File: src/rtl/toy_pack.sv
// Shared widths and linefill write-buffer entry type for the icache data path.
package toy_pack;

    localparam int ICACHE_INDEX_WIDTH     = 6;
    localparam int ICACHE_DATA_WIDTH      = 32;
    localparam int ICACHE_REQ_TXNID_WIDTH = 4;

    typedef struct packed {
        logic [ICACHE_INDEX_WIDTH-1:0]     index;
        logic                              way;
        logic [ICACHE_REQ_TXNID_WIDTH-1:0] txnid;
        logic [ICACHE_DATA_WIDTH-1:0]      data;
    } icache_wbuf_entry_t;

    // Data RAM address of a buffered line: {index, way}.
    function automatic logic [ICACHE_INDEX_WIDTH:0] wbuf_addr(input icache_wbuf_entry_t e);
        return {e.index, e.way};
    endfunction

endpackage

File: src/rtl/icache_linefill_wbuf.sv
// Linefill write buffer: circular FIFO with per-entry valid/address taps so the
// arbiter can detect reads that would hit a line not yet written to the RAM.
module icache_linefill_wbuf
    import toy_pack::*;
#(
    parameter int DEPTH = 2
) (
    input  logic                                     clk,
    input  logic                                     rst,
    input  logic                                     push,
    input  icache_wbuf_entry_t                       push_entry,
    input  logic                                     pop,
    output icache_wbuf_entry_t                       head,
    output logic                                     full,
    output logic                                     empty,
    output logic [DEPTH-1:0]                         ent_vld,
    output logic [DEPTH-1:0][ICACHE_INDEX_WIDTH:0]   ent_addr
);

    localparam int PW = $clog2(DEPTH);
    localparam int CW = PW + 1;

    icache_wbuf_entry_t mem_q [DEPTH];
    icache_wbuf_entry_t mem_d [DEPTH];
    logic [PW-1:0]      wr_ptr_q, wr_ptr_d, rd_ptr_q, rd_ptr_d;
    logic [CW-1:0]      cnt_q, cnt_d;

    // Next-state: pointers wrap naturally since DEPTH is a power of two.
    always_comb begin
        mem_d    = mem_q;
        wr_ptr_d = wr_ptr_q;
        rd_ptr_d = rd_ptr_q;
        if (push) begin
            mem_d[wr_ptr_q] = push_entry;
            wr_ptr_d        = wr_ptr_q + PW'(1);
        end
        if (pop) begin
            rd_ptr_d = rd_ptr_q + PW'(1);
        end
        cnt_d = cnt_q + CW'(push) - CW'(pop);
    end

    // State registers; line storage is not reset since valid is derived from count.
    always_ff @(posedge clk) begin
        mem_q <= mem_d;
        if (rst) begin
            wr_ptr_q <= '0;
            rd_ptr_q <= '0;
            cnt_q    <= '0;
        end else begin
            wr_ptr_q <= wr_ptr_d;
            rd_ptr_q <= rd_ptr_d;
            cnt_q    <= cnt_d;
        end
    end

    assign head  = mem_q[rd_ptr_q];
    assign full  = (cnt_q == CW'(DEPTH));
    assign empty = (cnt_q == '0);

    // An entry is live when its distance from the read pointer is below the count.
    for (genvar i = 0; i < DEPTH; i++) begin : g_ent
        logic [PW-1:0] off;
        assign off         = PW'(i) - rd_ptr_q;
        assign ent_vld[i]  = ({1'b0, off} < cnt_q);
        assign ent_addr[i] = wbuf_addr(mem_q[i]);
    end

endmodule

File: src/rtl/icache_data_array_arb.sv
// Single-port icache data RAM arbiter between hit reads and buffered linefill
// writes, with starvation bound on writes and read-after-pending-write hazard.
module icache_data_array_arb
    import toy_pack::*;
#(
    parameter int WBUF_DEPTH = 2,
    parameter int STARVE_MAX = 4
) (
    input  logic                              clk,
    input  logic                              rst,
    input  logic                              rd_vld,
    output logic                              rd_rdy,
    input  logic [ICACHE_INDEX_WIDTH-1:0]     rd_index,
    input  logic                              rd_way,
    input  logic [ICACHE_REQ_TXNID_WIDTH-1:0] rd_txnid,
    input  logic                              lf_vld,
    output logic                              lf_rdy,
    input  logic [ICACHE_INDEX_WIDTH-1:0]     lf_index,
    input  logic                              lf_way,
    input  logic [ICACHE_REQ_TXNID_WIDTH-1:0] lf_txnid,
    input  logic [ICACHE_DATA_WIDTH-1:0]      lf_data,
    output logic                              ram_en,
    output logic                              ram_wr_en,
    output logic [ICACHE_INDEX_WIDTH:0]       ram_addr,
    output logic [ICACHE_DATA_WIDTH-1:0]      ram_din,
    input  logic [ICACHE_DATA_WIDTH-1:0]      ram_dout,
    output logic                              up_vld,
    output logic [ICACHE_REQ_TXNID_WIDTH-1:0] up_txnid,
    output logic [ICACHE_DATA_WIDTH-1:0]      up_data,
    output logic                              lf_commit,
    output logic [ICACHE_REQ_TXNID_WIDTH-1:0] lf_commit_txnid
);

    localparam int SW = $clog2(STARVE_MAX + 1);

    icache_wbuf_entry_t                          push_entry, head;
    logic                                        push, full, empty;
    logic [WBUF_DEPTH-1:0]                       ent_vld;
    logic [WBUF_DEPTH-1:0][ICACHE_INDEX_WIDTH:0] ent_addr;
    logic                                        hazard, wr_gnt, rd_gnt;

    logic [SW-1:0]                       starve_q, starve_d;
    logic                                up_vld_q, up_vld_d;
    logic                                up_src_wr_q, up_src_wr_d;
    logic [ICACHE_REQ_TXNID_WIDTH-1:0]   up_txnid_q, up_txnid_d;
    logic [ICACHE_DATA_WIDTH-1:0]        up_wdata_q, up_wdata_d;

    assign lf_rdy     = !full;
    assign push       = lf_vld && lf_rdy;
    assign push_entry = '{index: lf_index, way: lf_way, txnid: lf_txnid, data: lf_data};

    icache_linefill_wbuf #(.DEPTH(WBUF_DEPTH)) u_wbuf (
        .clk        (clk),
        .rst        (rst),
        .push       (push),
        .push_entry (push_entry),
        .pop        (wr_gnt),
        .head       (head),
        .full       (full),
        .empty      (empty),
        .ent_vld    (ent_vld),
        .ent_addr   (ent_addr)
    );

    // Grant: drain the buffer when reads are idle, buffer is full, reads have
    // starved it long enough, or the read targets a line still in the buffer.
    always_comb begin
        hazard = 1'b0;
        for (int i = 0; i < WBUF_DEPTH; i++) begin
            if (ent_vld[i] && ent_addr[i] == {rd_index, rd_way}) hazard = 1'b1;
        end
        wr_gnt = !rst && !empty &&
                 (!rd_vld || full || starve_q == SW'(STARVE_MAX) || hazard);
        rd_gnt = !rst && rd_vld && !wr_gnt;

        starve_d = starve_q;
        if (wr_gnt || empty)                          starve_d = '0;
        else if (rd_gnt && starve_q != SW'(STARVE_MAX)) starve_d = starve_q + SW'(1);

        up_vld_d    = rd_gnt || wr_gnt;
        up_src_wr_d = wr_gnt;
        up_txnid_d  = wr_gnt ? head.txnid : (rd_gnt ? rd_txnid : '0);
        up_wdata_d  = wr_gnt ? head.data : '0;
    end

    // Starvation counter and upstream return pipeline.
    always_ff @(posedge clk) begin
        if (rst) begin
            starve_q    <= '0;
            up_vld_q    <= 1'b0;
            up_src_wr_q <= 1'b0;
            up_txnid_q  <= '0;
            up_wdata_q  <= '0;
        end else begin
            starve_q    <= starve_d;
            up_vld_q    <= up_vld_d;
            up_src_wr_q <= up_src_wr_d;
            up_txnid_q  <= up_txnid_d;
            up_wdata_q  <= up_wdata_d;
        end
    end

    assign rd_rdy          = rd_gnt;
    assign ram_en          = rd_gnt || wr_gnt;
    assign ram_wr_en       = wr_gnt;
    assign ram_addr        = wr_gnt ? wbuf_addr(head) : (rd_gnt ? {rd_index, rd_way} : '0);
    assign ram_din         = wr_gnt ? head.data : '0;
    assign lf_commit       = wr_gnt;
    assign lf_commit_txnid = wr_gnt ? head.txnid : '0;

    // A written line returns its buffered copy; a read returns the RAM output.
    assign up_vld   = up_vld_q;
    assign up_txnid = up_vld_q ? up_txnid_q : '0;
    assign up_data  = up_vld_q ? (up_src_wr_q ? up_wdata_q : ram_dout) : '0;

endmodule

File: config.mk
export PLATFORM = sky130hd
export DESIGN_NAME = icache_data_array_arb
export DESIGN_NICKNAME = d
export VERILOG_FILES = /design/src/rtl/toy_pack.sv /design/src/rtl/icache_linefill_wbuf.sv /design/src/rtl/icache_data_array_arb.sv
export SDC_FILE = /design/constraint.sdc
export NUM_CORES = 1
export LEC_CHECK = 0
export ABC_AREA = 1
export CAP_MARGIN = 20
export CORE_MARGIN = 2
export CORE_UTILIZATION = 50
export DETAILED_ROUTE_END_ITERATION = 6
export DONT_BUFFER_PORTS = 1
export HOLD_SLACK_MARGIN = 0.06
export PLACE_DENSITY = 0.73
export SYNTH_ARGS = -nofsm -noshare
export SYNTH_HDL_FRONTEND = slang
export SYNTH_HIERARCHICAL = 1
export SYNTH_SLANG_ARGS = --single-unit
File: constraint.sdc
create_clock -name clk -period 4 [get_ports clk]
set_clock_uncertainty 0.15 [all_clocks]
set_input_delay 0.2 -clock clk [delete_from_list [all_inputs] [get_ports clk]]
set_output_delay 0.2 -clock clk [all_outputs]
set_load 0.05 [all_outputs]
==> out/qor.csv <==
metric,value,unit
min Tclk post-route,3.28,ns
Cell Rows,39,
met3 Usage GRT,6.21,%
DR iter-0 viols,266,
maxcap violations,0,
Vias/cell,4.93,
met1 usage,28.1,%
top post-synthesis cells by count,"186 x nand2_1, 120 x nor2_1, 86 x edfxtp_1, 79 x inv_1",
Final TNS setup,0,ns
Final period util,82.1,%
Top Usage Layer GRT,met2,
fin nets,816,
Synth Area per Inst,8.96,um^2
ANT nets after route,0,
most instantiated library cell after synthesis,nand2_1,
final-report hold violation count,0,
register area share after synthesis,59.1,%
total grt overflow,0,
share of cells above drive strength 1,13.6,%
# hold bufs at CTS,50,
RSZ-0062 raised after global routing,no,
"Clk Latency, worst-skew pair",0.41,ns
area growth from synthesis to layout,20.4,%
cell taking the most area after synthesis,edfxtp_1,
fillers,962,
Worst-Margin Slew,1.06,ns
cts repair resizes,0,
Mapped Area,5890,um^2
ys async rst share,0,%
"FF+latch count, synth",131,
Post-CTS Setup Bufs,0,
Post-route DRC,0,
number of synthesis warnings,6,
power per standard cell area,695,nW/um^2
slowest CP cell,buf_4,
clock slew seen by the registers of the worst setup and hold paths,0.06,ns
"critical path, cell by cell",buf_4 -> o21ai_0 -> a21boi_1 -> nand2_1 -> nor2_1 -> nand2_1 -> nand3_2 -> nand2_4 -> buf_4 -> nand2_1,
synth unique cells,28,
Die Y,113,um
Synth Flop Type,edfxtp_1,
root buffer cell,clkbuf_16,
core area,11500,um^2
Top Ports,175,
Routed WL,13.6,mm
synth top area cells,"edfxtp_1 44%, dfxtp_1 15%, nand2_1 12%",
PortBufs,0,
top-area cell type share of the netlist area,43.8,%
die width,113,um
drt pass-1 iters,5,
global routing usage on met2,35.2,%
per-cell routed wire length,15.4,um
min-delay worst type,primary input to flop,
largest net degree at the start of global routing,48,
total track usage,21.8,%
worst path bufs/invs,2,
CP Class,flop to output pin,
Startpoint Class,flop,
CP most frequent cell,nand2_1,
peak supply drop,432,uV
initial core utilization,51.4,%
Final Max Tran Viols,0,
fmax,304,MHz
outcome,completed,
DP HPWL,9.32,mm
crit end category,output pin,
first-pass GRT wire length,21.4,mm
critical path required time,3.65,ns
Final Power,0.00493,W
initial antenna violation count,2,
setup violators final,0,
CTS max path bufs,2,
Num CTS Buffers,17,
Post-synth EDFFs,86,
vias in the first global route,4224,
family with the most delay on the worst path,buffers and inverters,
routability-driven placement congestion ratio,0.879,
CP arrival,2.93,ns
CTS tree,built,
Slew Limit Headroom,29.4,%
Gate Count Post-Synth,658,
LEAKAGE,3.24,nW
routed via count,4330,
"Net Count, Synth",752,
critical path's largest stage delay,0.46,ns
Worst Path Max Fanout,47,
H-tree Lvls,4,
clock sinks,131,
die area,12700,um^2
[per-layer routing]
layer,vias up,wire (um)
li1,2155,-
met4,2,293
met3,26,877
met2,189,6460
met1,1958,5920
met5,-,13
[sequential cells by signal, indices dropped and copies added (netlist names)]
signal,cells
u_wbuf/rd_ptr_q,1
up_vld,1
starve_q,3
u_wbuf/wr_ptr_q,1
up_src_wr_q,1
up_txnid_q,4
u_wbuf/cnt_q,2
up_wdata_q,32
u_wbuf/mem_q,72
u_wbuf/ent_addr,14
[placed cells by master (no fill, tap or decap)]
cell type and instances:
nor3_1 1, xnor2_1 5, clkinv_4 3, nand2_1 186
ha_1 4, inv_6 1, a21boi_1 1, o21ai_1 7
dfxtp_2 1, bufinv_16 1, nor2_4 11, clkbuf_1 1
o21bai_1 1, dlygate4sd3_1 50, nand2_4 1, nand4_1 2
inv_1 78, nor2_1 119, nand3_2 1, dfxtp_1 44
a21oi_1 3, diode_2 1, nand2_2 1, inv_2 2
buf_4 36, clkbuf_16 17, clkinv_1 2, edfxtp_1 86
clkinvlp_4 6, clkinv_2 2, o21ai_0 38, nor2_2 17
o311ai_0 1, nand3_1 5
[stage by stage]
stage               instance area (um^2)  util, %  setup WS (ns)  std cells  hold slack, ns
floorplan                           5890        -          0.908        658           0.121
global placement                    6050     52.8           1.12        796           0.122
detailed placement                  6050     52.8           1.02        796           0.118
CTS                                 7090     61.9          0.720        877           0.211
global route                        7100     61.9          0.489        878           0.285
finish                              7100     61.9          0.715        878           0.225
[power by group]
part           leakage [nW]  switching [W]  internal (W)
combinational          1.82        0.00137      0.000361
sequential             1.17       0.000111       0.00169
clock                 0.247       0.000555      0.000846
[path summary, 6_finish.rpt]
check / startpoint / cells after the start / to / slack (ns)
max: u_wbuf/rd_ptr_q$_SDFFE_PP0P_ / 10 / ram_en / 0.72
max reg2reg: u_wbuf/rd_ptr_q$_SDFFE_PP0P_ / 17 / u_wbuf/cnt_q[1]$_SDFF_PP0_ / 0.95
min: rd_index[5] / 8 / starve_q[0]$_SDFFE_PP0P_ / 0.23
min reg2reg: starve_q[2]$_SDFFE_PP0P_ / 2 / starve_q[2]$_SDFFE_PP0P_ / 0.33
[cells by family after synthesis]
| family | count (synthesis) | share of synthesized area, % |
|---|---|---|
| compound gates | 51 | 4.48 |
| simple gates | 344 | 24.4 |
| xor+xnor | 5 | 0.743 |
| buf+inv | 123 | 10.4 |
| fa+ha+maj | 4 | 0.849 |
| flops | 131 | 59.1 |
[worst reg2reg max path, stage by stage (launching register included)]
cell and delay (ns):
dfxtp_2 0.41, buf_4 0.46, o21ai_0 0.20, a21boi_1 0.16, nand2_1 0.06, nor2_1 0.04
nand2_1 0.06, nand3_2 0.10, nand2_4 0.11, clkinv_1 0.06, buf_4 0.26, ha_1 0.34
inv_1 0.04, ha_1 0.18, inv_1 0.06, nand2_1 0.06, a21oi_1 0.14, nor2_1 0.06
[final cells by class]
| cell class | count | area [um^2] | share of cell area [%] |
|---|---|---|---|
| Sequential cell | 131 | 3480 | 49.1 |
| Multi-Input combinational cell | 404 | 1800 | 25.4 |
| Timing Repair Buffer | 86 | 771 | 10.9 |
| Clock buffer | 18 | 429 | 6.05 |
| Inverter | 82 | 313 | 4.41 |
| Tap cell | 143 | 179 | 2.52 |
| Clock inverter | 13 | 115 | 1.62 |
| Antenna cell | 1 | 2.50 | 0.0353 |
Power figures use the tool's default switching activity.
